### src/rtl/fetch_pkg.sv
// Shared definitions for the fetch and decode stages: opcode field position,
// opcode values and the fetch FSM state encoding.
package fetch_pkg;

    localparam int OPC_HI = 31;
    localparam int OPC_LO = 28;

    localparam logic [3:0] OPC_NOP  = 4'h0;
    localparam logic [3:0] OPC_ADDI = 4'h1;
    localparam logic [3:0] OPC_ADD  = 4'h2;
    localparam logic [3:0] OPC_OUT  = 4'hF;

    typedef enum logic [0:0] {
        RUN  = 1'b0,
        HALT = 1'b1
    } fetch_state_e;

    // True when the instruction word carries the OUT opcode
    function automatic logic is_out(input logic [31:0] instr);
        return (instr[OPC_HI:OPC_LO] == OPC_OUT);
    endfunction

endpackage

### src/rtl/instr_fetch.sv
// Fetch stage in front of a combinational program ROM: owns the PC, registers
// each ROM word with its address and hands it to decode over valid/ready.
module instr_fetch
    import fetch_pkg::*;
#(
    parameter int ADDR_W      = 3,
    parameter int INSTR_W     = 32,
    parameter bit HALT_ON_OUT = 1'b1
) (
    input  logic               clk,
    input  logic               rst,
    input  logic               en,
    output logic [ADDR_W-1:0]  rom_addr,
    input  logic [INSTR_W-1:0] rom_instr,
    input  logic               redirect_valid,
    input  logic [ADDR_W-1:0]  redirect_addr,
    output logic               if_valid,
    output logic [INSTR_W-1:0] if_instr,
    output logic [ADDR_W-1:0]  if_pc,
    input  logic               if_ready,
    output logic               halted
);

    fetch_state_e       state_r;
    fetch_state_e       state_s;
    logic [ADDR_W-1:0]  pc_r;
    logic [ADDR_W-1:0]  pc_s;
    logic               if_valid_r;
    logic               if_valid_s;
    logic [INSTR_W-1:0] if_instr_r;
    logic [INSTR_W-1:0] if_instr_s;
    logic [ADDR_W-1:0]  if_pc_r;
    logic [ADDR_W-1:0]  if_pc_s;
    logic               fire_s;
    logic [31:0]        opc_word_s;

    // Opcode inspection works on the top 32 bits regardless of INSTR_W
    always_comb begin
        opc_word_s = 32'h0000_0000;
        opc_word_s = 32'(rom_instr >> (INSTR_W - 32));
    end

    // Fire when running, enabled, not redirected and the output slot is free or draining
    always_comb begin
        fire_s = 1'b0;
        if ((state_r == RUN) && en && !redirect_valid && (!if_valid_r || if_ready)) begin
            fire_s = 1'b1;
        end else begin
            fire_s = 1'b0;
        end
    end

    // Next-state and next-datapath logic; redirect outranks capture and consume
    always_comb begin
        state_s    = state_r;
        pc_s       = pc_r;
        if_valid_s = if_valid_r;
        if_instr_s = if_instr_r;
        if_pc_s    = if_pc_r;
        if (redirect_valid) begin
            pc_s       = redirect_addr;
            if_valid_s = 1'b0;
            state_s    = RUN;
        end else if (fire_s) begin
            if_instr_s = rom_instr;
            if_pc_s    = pc_r;
            if_valid_s = 1'b1;
            pc_s       = pc_r + ADDR_W'(1);
            if (HALT_ON_OUT && is_out(opc_word_s)) begin
                state_s = HALT;
            end else begin
                state_s = state_r;
            end
        end else if (if_valid_r && if_ready) begin
            if_valid_s = 1'b0;
        end else begin
            if_valid_s = if_valid_r;
        end
    end

    // FSM state register
    always_ff @(posedge clk) begin
        if (rst) begin
            state_r <= RUN;
        end else begin
            case (state_s)
                RUN:     state_r <= RUN;
                HALT:    state_r <= HALT;
                default: state_r <= RUN;
            endcase
        end
    end

    // PC and fetch output register
    always_ff @(posedge clk) begin
        if (rst) begin
            pc_r       <= {ADDR_W{1'b0}};
            if_valid_r <= 1'b0;
            if_instr_r <= {INSTR_W{1'b0}};
            if_pc_r    <= {ADDR_W{1'b0}};
        end else begin
            pc_r       <= pc_s;
            if_valid_r <= if_valid_s;
            if_instr_r <= if_instr_s;
            if_pc_r    <= if_pc_s;
        end
    end

    assign rom_addr = pc_r;
    assign if_valid = if_valid_r;
    assign if_instr = if_instr_r;
    assign if_pc    = if_pc_r;
    assign halted   = (state_r == HALT);

endmodule

### config.mk
export PLATFORM = sky130hd
export DESIGN_NAME = instr_fetch
export DESIGN_NICKNAME = d
export VERILOG_FILES = /design/src/rtl/fetch_pkg.sv /design/src/rtl/instr_fetch.sv
export SDC_FILE = /design/constraint.sdc
export NUM_CORES = 1
export LEC_CHECK = 0
export CAP_MARGIN = 20
export CELL_PAD_IN_SITES_DETAIL_PLACEMENT = 1
export CELL_PAD_IN_SITES_GLOBAL_PLACEMENT = 2
export CORE_MARGIN = 3
export CORE_UTILIZATION = 25
export DETAILED_ROUTE_END_ITERATION = 8
export GPL_ROUTABILITY_DRIVEN = 0
export GPL_TIMING_DRIVEN = 0
export PLACE_DENSITY = 0.95
export SLEW_MARGIN = 20
export SYNTH_ARGS = -nofsm -noshare
export SYNTH_HDL_FRONTEND = slang
export SYNTH_SLANG_ARGS = --single-unit
### constraint.sdc
create_clock -name clk -period 3.2 [get_ports clk]
set_input_delay 0.96 -clock clk [delete_from_list [all_inputs] [get_ports clk]]
set_output_delay 0.96 -clock clk [all_outputs]
set_load 0.02 [all_outputs]
; Word level (Yosys, flattened, before mapping)
; Cells that the tools add are included.
[classes]
add_sub_neg = 1
n_eq_ne = 1
mux = 9
n_bitwise = 3
n_reduce_logical = 11
[ops]
columns = operator, n
row1 = $mux 1, 6
row2 = $mux 3, 2
row3 = $eq 4x4->1 const B, 1
row4 = $logic_and 1x1->1, 4
row5 = $reduce_bool 2->1, 2
row6 = $add 3x1->3 const B, 1
row7 = $not 1->1, 3
row8 = $logic_not 1->1, 2
row9 = $pmux 1 s2, 1
row10 = $reduce_and 2->1, 1
row11 = $reduce_or 2->1, 1
row12 = $logic_or 1x1->1, 1
[word_totals]
register_bits = 40
input_bits = 40
out_inout_bits = 40
wordCells = 30

; Longest topological paths before layout
[logic_depth]
word_depth = 9
depth_mapped = 5
depth_no_buf = 4

; Least setup slack after synthesis
; No wires, ideal clock.
[synth_path]
path_kind = input-to-reg
startpoint = in redirect_valid
endpoint = reg if_instr_r[2], in the netlist if_instr[2]
setup_time_ns = 0.070
t_arrival_ns = 1.700
required_time_ns = 3.130
slack_ns = 1.430
stages = 5
path_buffers = 2
path_cell_list = inv_1 -> buf_2 -> buf_1 -> nand4_1 -> a21oi_1
[synth_via]
elab_chain_len = 5
word_cells_on_any_way = 6
cone_classes = 1 x mux / 1 x bitwise / 4 x reduce/logical
[synth_rtl]
columns = element, line
row1 = start: declaration, instr_fetch.sv:15  ; input logic redirect_valid,
row2 = $logic_not 1->1, instr_fetch.sv:46  ; if ((state_r == RUN) && en && !redirect_valid && (!if_valid_r || if_ready)) begin
row3 = $logic_and 1x1->1 (2 in series), instr_fetch.sv:46
row4 = $mux 1, instr_fetch.sv:46
row5 = $reduce_and 2->1 (no line) *, -
row6 = end signal: assignment, instr_fetch.sv:99  ; if_instr_r <= {INSTR_W{1'b0}};
row7 = end signal: assignment, instr_fetch.sv:104  ; if_instr_r <= if_instr_s;
row8 = end: declaration, instr_fetch.sv:30  ; logic [INSTR_W-1:0] if_instr_r;
; Every way passes the cells marked *; elsewhere a longest branch is shown, timed or not.
; A chain may end at the register's enable or synchronous reset.

; Worst setup path after layout
[layout_path]
startpoint = reg pc_r[0], in the netlist rom_addr[0]
endpoint = out rom_addr[0]
[layout_rtl]
columns = element, line
row1 = start: declaration, instr_fetch.sv:26  ; logic [ADDR_W-1:0] pc_r;
row2 = start signal: assignment, instr_fetch.sv:97  ; pc_r <= {ADDR_W{1'b0}};
row3 = start signal: assignment, instr_fetch.sv:102  ; pc_r <= pc_s;
row4 = end: declaration, instr_fetch.sv:13  ; output logic [ADDR_W-1:0] rom_addr,
; No word-level cell between the ends.

==> results.cfg <==
[run_status]
status = completed

[timing]
max_slew.worst_pin.slew_ns = 0.525
min_period_over_period = 0.738
hold_viol = 0
rsz0062_at_grt = no
finClkSkew_ns = 0.00626
timing.setup.tns_ns = 0
holdWs_ns = 0.473
max_slew_margin = 0.650
fmax_mhz = 424
layout_min_cycle_time_ns = 2.36
final-max-slew-violation-count = 0
final-setup-viol-count = 0

[setup_path]
crit_family = buffers and inverters
setup.worst_path.class = reg2out
cp_slowest_stage_delay_ns = 0.65
critPathSlowestCell = clkdlybuf4s50_1
startpoint_type = register
cp.arrival_ns = 1.40
crit_chain = clkdlybuf4s50_1
crit_path_end_kind = primary output
cp_max_fo = 5
crit_buf_inv = 1
cp.required_ns = 2.24

[global_routing]
antenna_found_initial = 0
grt_max_degree = 12
grt_overflow_total = 0
grt_pass1_vias = 2057
grt_pass1_wl_mm = 10.7
track_usage = 0.161

[cells_and_area]
antennaDiodeCount = 0
nNetsFinal = 323
layout-drive-gt1-share = 0.102
syn_to_final_growth_pct = 56.7
final.fill_count = 796
final_area_um2 = 2760

[clock_network]
ctsRootBufferMaster = clkbuf_8
h-tree-depth = 2
cts_tree = done
cts_resized = 0
clock-sinks = 40
numCtsBuffers = 5
post_cts_buffers = 0
cts_hold_buffers = 0
cts_buffer_depth = 2
clkSlewWorstSetupHoldPaths_ns = 0.08
clk_latency_ns = 0.29

[floorplan]
boundaryPins = 80
dieArea_um2 = 8070
initial_utilization = 0.268
num_rows = 29
die_h_um = 89.9
core_area_um2 = 6570
die-width_um = 89.9

[power]
ir_drop_mv = 0.151
power.density_nw_per_um2 = 408
power_leakage_nw = 0.956

[logic_synthesis]
ys_ff_latch = 40
synth.most_common_cell = dfxtp_1
ys_seq_area_frac = 0.456
synth-main-ff-cell = dfxtp_1
synth_async_sr_flop_share = 0
yosysTopAreaCell = dfxtp_1
ys_warn_count = 0
synth_cell_types = 25
syn-instance-count = 196
syn_avg_cell_area_um2 = 8.97
synth_commonest_cells = dfxtp_1, o31ai_1, a21oi_1, nand4_1, buf_2
syn_area_um2 = 1760
synth_fp_nets = 237
synth_edf_count = 0
synth_area_leaders = dfxtp_1, o31ai_1, nand4_1, a21oi_1, buf_2
synthDominantCellAreaShare = 0.456

[routing]
dr_total_vias = 1981
routed_via_density = 5.27
drtPass1Iterations = 4
drtIter0Drc = 67
ant_nets = 0
drcViolationCount = 0
wl_per_cell_um = 17.4
finalWirelength_mm = 6.53

[job]
cap_violations = 0

[placed_design]
io_buffers = 79
place_area_um2 = 2670
dp_hpwl_mm = 4.70

[hold_path]
hold_path_class = reg2reg
## flip-flops by register name, indices dropped and copies added, names as in the netlist
register / flops
halted: 1
if_instr: 32
if_pc: 3
if_valid: 1
rom_addr: 3
## placed cells by master (no fill, tap or decap)
cell              n
buf_2            20
and4_1            1
o31ai_1          35
nand4_1          34
nor2b_1           1
nand3_1           1
a31oi_1           1
a211oi_1          2
nor2b_4           1
clkbuf_8          6
o21ai_0           1
clkinv_1          1
a21oi_1          34
mux2i_1           1
a2111oi_2         1
clkdlybuf4s50_1  79
buf_1             1
clkbuf_1          9
a311oi_1          2
inv_1             1
ha_1              1
nor3_1            1
nor2_1            3
or4_1             1
nor3_2            1
dfxtp_1          40
nand2b_1          4
## worst paths after layout
check                             from                         to  slack (ns)  cells past startpoint
min          if_instr[23]$_SDFFE_PP0P_  if_instr[23]$_SDFFE_PP0P_        0.47                      2
max           rom_addr[0]$_SDFFE_PP0P_                rom_addr[0]        0.84                      1
max reg2reg   rom_addr[0]$_SDFFE_PP0P_   rom_addr[2]$_SDFFE_PP0P_        1.63                      4
min reg2reg  if_instr[23]$_SDFFE_PP0P_  if_instr[23]$_SDFFE_PP0P_        0.47                      2
## worst register-to-register path: stages (launching register included)
cell and delay [ns]:
dfxtp_1 0.46, ha_1 0.19, clkinv_1 0.08, or4_1 0.52, a311oi_1 0.25
## metal layers
layer / up-vias / GRT usage / share of wire
met5: - / 0 / 0
met3: 11 / 0.0467 / 0.060
met2: 78 / 0.256 / 0.45
met1: 957 / 0.212 / 0.48
met4: 0 / 0.0472 / 0.014
li1: 935 / - / -
## logic make-up after synthesis
group | share of synthesized area
AND/OR/NAND/NOR | 0.174
multiplexers | 0.00569
flip-flops | 0.456
buffers and inverters | 0.0783
AO/OA/AOI/OAI | 0.280
adder cells (fa/ha/maj) | 0.00712
## area by class of cell
| cell class | count | area [um2] | area share |
|---|---|---|---|
| multi-input cells | 126 | 820 | 0.297 |
| flip-flops and latches | 40 | 801 | 0.291 |
| repair buffers | 79 | 791 | 0.287 |
| plain buffers | 28 | 130 | 0.0472 |
| well taps | 93 | 116 | 0.0422 |
| clock buffers | 8 | 90.1 | 0.0327 |
| inverters | 2 | 7.51 | 0.00272 |
## where the power goes
part | internal [mW] | total, mW | leakage, nW | switching, mW
logic | 0.114 | 0.234 | 0.583 | 0.120
clock network | 0.176 | 0.352 | 0.0455 | 0.176
registers | 0.521 | 0.538 | 0.327 | 0.0166
## metrics by stage
step,util,power [mW],std cells,setup slack (ns)
after floorplan,-,0.654,196,1.43
final,0.420,1.12,376,0.840
after global placement,0.406,0.780,368,0.591
after CTS,0.420,1.13,376,0.830
after detailed placement,0.406,0.784,368,0.561
after global routing,0.420,1.17,376,0.771
(Power assumes the default switching activity.)
==> edit 1 (config.mk and constraints unchanged) <==
The parameter `HALT_ON_OUT` goes from 1'b1 to 1'b0.
--- a/src/rtl/instr_fetch.sv
+++ b/src/rtl/instr_fetch.sv
@@ -5,7 +5,7 @@
 #(
     parameter int ADDR_W      = 3,
     parameter int INSTR_W     = 32,
-    parameter bit HALT_ON_OUT = 1'b1
+    parameter bit HALT_ON_OUT = 1'b0
 ) (
     input  logic               clk,
     input  logic               rst,
Formal check against the unedited RTL: not equivalent (a bounded check fails within 4 cycles, from zero or initial values and one cycle with rst high).
==> edit 1 against the original RTL <==
Critical path depth unchanged. Wire length shrank 20%. Power shrank 2.4%. Sequential cell count down 1. First-iteration DRC count decreased by 51%. Sequential share of layout area increased by 1.9 points. Register-to-register slack better by 180 ps. Non-clock buffer count shrank 9. Design area down 8.4%. Area after synthesis shrank 12%. Setup slack improved by 61 ps. Sequential power shrank 3%. Synthesized cell count is 4.6% lower. Worst hold slack improved by 3.8 ps.
==> edit 1: results (changes against the original RTL) <==
metric,value,unit,change
status,finished clean,,
first-pass GRT wire length,8460,um,-21%
Compound-Gate Fraction of Synth Area,26.1,%,-1.8 points
share of cells above drive strength 1,8.09,%,-2.2 points
Synth Instances,187,,-4.6%
adder-cell share of the synthesized area,0.805,%,+0.093 points
highest clock rate,0.435,GHz,+2.7%
hpwl dp,3860,um,-18%
largest net degree at the start of global routing,13,,+1
Sw Share,26.0,%,-1.8 points
crit path max fanout,4,,-1
synth unique cells,24,,-4.0%
Max clock buf depth,2,,unchanged
Placed Cells,339,,-7.9%
CP peak stage delay,630,ps,-20 ps
Reg2Reg Depth,5,,+1
peak supply drop,0.141,mV,-6.1%
"top cells by area, synth","dfxtp_1, o21ai_0, a21oi_1",,
Post-Place Worst Slack,629,ps,+67.4 ps
register area share after synthesis,50.2,%,+4.6 points
vias in the first global route,1694,,-18%
vias per cell,4.78,,-9.2%
Final nets,312,,-3.4%
Crit Reg-Reg Startpoint,if_valid$_SDFFE_PP0P_,,
Post-Syn Nets,228,,-3.8%
Tot GR Track Use,14.6,%,-1.5 points
R2R Setup Slk,1810,ps,+180 ps
Lkg Pwr,0.883,nW,-7.6%
CTS clock-pin slew for the worst setup and hold paths,80,ps,about the same
multiplexer share of the synthesized area,0,%,-0.57 points
crit path DAT,1340,ps,-60 ps
I/O Buffers,77,,-2.5%
Commonest cells post-synth,"dfxtp_1, o21ai_0, a21oi_1, nand3_1, clkbuf_1",,
Worst R2R End,if_instr[2]$_SDFFE_PP0P_,,
Routed WL,5210,um,-20%
DR WL/cell,15.0,um,-13%
==> edit 1: cell types whose count changed in the layout (fill, tap and decap cells not counted), moves of 3 or more <==
cell	before	now
nand4_1	34	0
buf_4	0	3
inv_1	1	4
nand2b_1	4	1
buf_2	20	7
o31ai_1	35	0
nand3_1	1	35
o21ai_0	1	37
==> edit 1: power by group through the flow <==
stage | clock (mW) | combinational [mW] | sequential [mW]
floorplan | 0 | 0.0620 | 0.560
global placement | 0 | 0.202 | 0.533
detailed placement | 0 | 0.206 | 0.533
CTS | 0.384 | 0.207 | 0.522
global route | 0.407 | 0.221 | 0.525
finish | 0.371 | 0.204 | 0.522
==> edit 1: layout make-up <==
type	count	share of cell area [%]
buffer	21	4.31
multi-input combinational	123	25.8
clock buffer	7	3.82
sequential	39	30.9
clock inverter	1	0.297
timing repair buffer	77	30.5
tap	75	3.72
inverter	4	0.595
==> edit 1: logic make-up after synthesis <==
kind of cell / count (synthesis)
AOI/OAI and AO/OA: 78
and+or+nand+nor: 43
DFF: 39
buffers and inverters: 25
adders and majority gates: 1
other: 1
==> edit 1: how the worst min path moves through the flow <==
stage	start	endpoint	depth (start not counted)
floorplan	if_instr[0]$_SDFFE_PP0P_	if_instr[0]$_SDFFE_PP0P_	2
global placement	if_instr[13]$_SDFFE_PP0P_	if_instr[13]$_SDFFE_PP0P_	2
detailed placement	if_instr[0]$_SDFFE_PP0P_	if_instr[0]$_SDFFE_PP0P_	2
CTS	if_instr[24]$_SDFFE_PP0P_	if_instr[24]$_SDFFE_PP0P_	2
global route	if_instr[15]$_SDFFE_PP0P_	if_instr[15]$_SDFFE_PP0P_	2
finish	if_instr[15]$_SDFFE_PP0P_	if_instr[15]$_SDFFE_PP0P_	2
==> edit 1: through the flow <==
stage	instance area (um^2)	total power, mW	util [%]	hold slack (ps)
after global placement	2420	0.735	40.6	461
final	2520	1.10	42.4	477
after detailed placement	2420	0.740	40.6	470
after CTS	2520	1.11	42.4	483
after floorplan	1560	0.622	-	554
after global routing	2520	1.15	42.4	502
==> edit 1: metal layers <==
| layer | part of all wire (%) | track usage (%) |
|---|---|---|
| met1 | 43 | 17.5 |
| met2 | 48 | 25.1 |
| met3 | 8.2 | 5.73 |
| met4 | 0.61 | 2.59 |
| met5 | 0 | 0 |
==> edit 2 (same flow settings) <==
Without the edit above. Reset style: asynchronous (`rst`), changed in 2 clocked blocks.
--- a/src/rtl/instr_fetch.sv
+++ b/src/rtl/instr_fetch.sv
@@ -79,7 +79,7 @@
     end
 
     // FSM state register
-    always_ff @(posedge clk) begin
+    always_ff @(posedge clk or posedge rst) begin
         if (rst) begin
             state_r <= RUN;
         end else begin
@@ -92,7 +92,7 @@
     end
 
     // PC and fetch output register
-    always_ff @(posedge clk) begin
+    always_ff @(posedge clk or posedge rst) begin
         if (rst) begin
             pc_r       <= {ADDR_W{1'b0}};
             if_valid_r <= 1'b0;
Behaviour: differs if rst is asserted again (counterexample within 4 cycles, from zero or initial values and one cycle with rst high); with rst held inactive, the same outputs for 10 cycles.
==> edit 2 against the original RTL <==
Area after synthesis shrank 9.3%. Count of clock-buffer cells in the layout shrank 3. Design area shrank 6.4%. Wire length shrank 36%. Utilization grew 0.62 points. Setup slack lost 120 ps. Worst hold slack gained 16 ps. Sequential cell count is the same. Critical path depth grew 5. Critical path type is now primary input to register.
Power is not compared: it rests on default switching activity, and its combinational part moved more than twofold at a synthesized area within 25%.
==> edit 2: results (changes against the original RTL) <==
metric,value,unit,change
status,finished clean,,
non-filler instance count after layout,265,,-30%
register area share after synthesis,62.8,%,+17 points
adder-cell share of the synthesized area,0.785,%,+0.073 points
Final nets,231,,-28%
"FFs w/ async S/R, synth",100,%,+100 points
share of cells above drive strength 1,24.7,%,+14 points
Post-Syn Nets,144,,-39%
vias per cell,4.35,,-17%
largest net degree at the start of global routing,26,,+14
crit path max fanout,10,,+5
multiplexer share of the synthesized area,25.2,%,+25 points
CP peak stage delay,470,ps,-180 ps
first-pass GRT wire length,6650,um,-38%
post_cts resized,0,,unchanged
Placed Cells,258,,-30%
"top cells by area, synth","dfrtp_1, mux2_2, buf_6",,
DRT iter0 DRCs,10,,-85%
synth unique cells,20,,-20%
Compound-Gate Fraction of Synth Area,2.98,%,-25 points
vias in the first global route,1280,,-38%
crit path DAT,2650,ps,+1250 ps
Max clock buf depth,2,,unchanged
worst slew pin tran,503,ps,-22.0 ps
clk_skew,11.3,ps,+5.00 ps
fillcell total,634,,-20%
Tot GR Track Use,11.8,%,-4.3 points
hpwl dp,3260,um,-31%
## edit 2: area by class of cell
cell class,instances,area (um^2),share of cell area (%)
Sequential cell,40,1000,38.8
Clock buffer,5,68.8,2.67
Tap cell,75,93.8,3.64
Clock inverter,2,12.5,0.485
Timing Repair Buffer,80,811,31.4
Inverter,3,11.3,0.436
Multi-Input combinational cell,56,543,21.0
Buffer,4,38.8,1.50
## edit 2: power breakdown
| group | switching, mW | internal [mW] |
|---|---|---|
| Clock | 0.180 | 0.148 |
| Sequential | 0.0471 | 0.593 |
| Combinational | 0.213 | 0.271 |
| Total | 0.440 | 1.01 |
## edit 2: worst paths after layout
| kind | start | cells past startpoint | endpoint | slack (ps) |
|---|---|---|---|---|
| worst min-delay path | if_instr[15]$_DFFE_PP0P_ | 1 | if_instr[15]$_DFFE_PP0P_ | 490 |
| max in group asynchronous | rst | 3 | halted$_DFFE_PP0P_ | 1770 |
| worst min register to register | if_instr[15]$_DFFE_PP0P_ | 1 | if_instr[15]$_DFFE_PP0P_ | 490 |
| worst max register to register | halted$_DFFE_PP0P_ | 5 | if_instr[14]$_DFFE_PP0P_ | 1390 |
| min in group asynchronous | rst | 2 | if_instr[9]$_DFFE_PP0P_ | 960 |
| worst max-delay path | en | 6 | if_instr[14]$_DFFE_PP0P_ | 720 |
## edit 2: metrics by stage
step	hold slack, ps	instance area, um^2	total power [mW]	worst slack (ps)
finish	490	2580	1.45	722
global route	506	2580	1.53	573
floorplan	609	1590	0.874	1110
CTS	495	2580	1.48	662
detailed placement	476	2500	1.14	353
global placement	468	2480	1.13	363
## edit 2: metal layers
metal | GRT usage [%] | routed length, um
met1 | 12.8 | 1600
met2 | 21.5 | 2330
met3 | 4.03 | 209
met4 | 3.74 | 46
met5 | 0 | 0
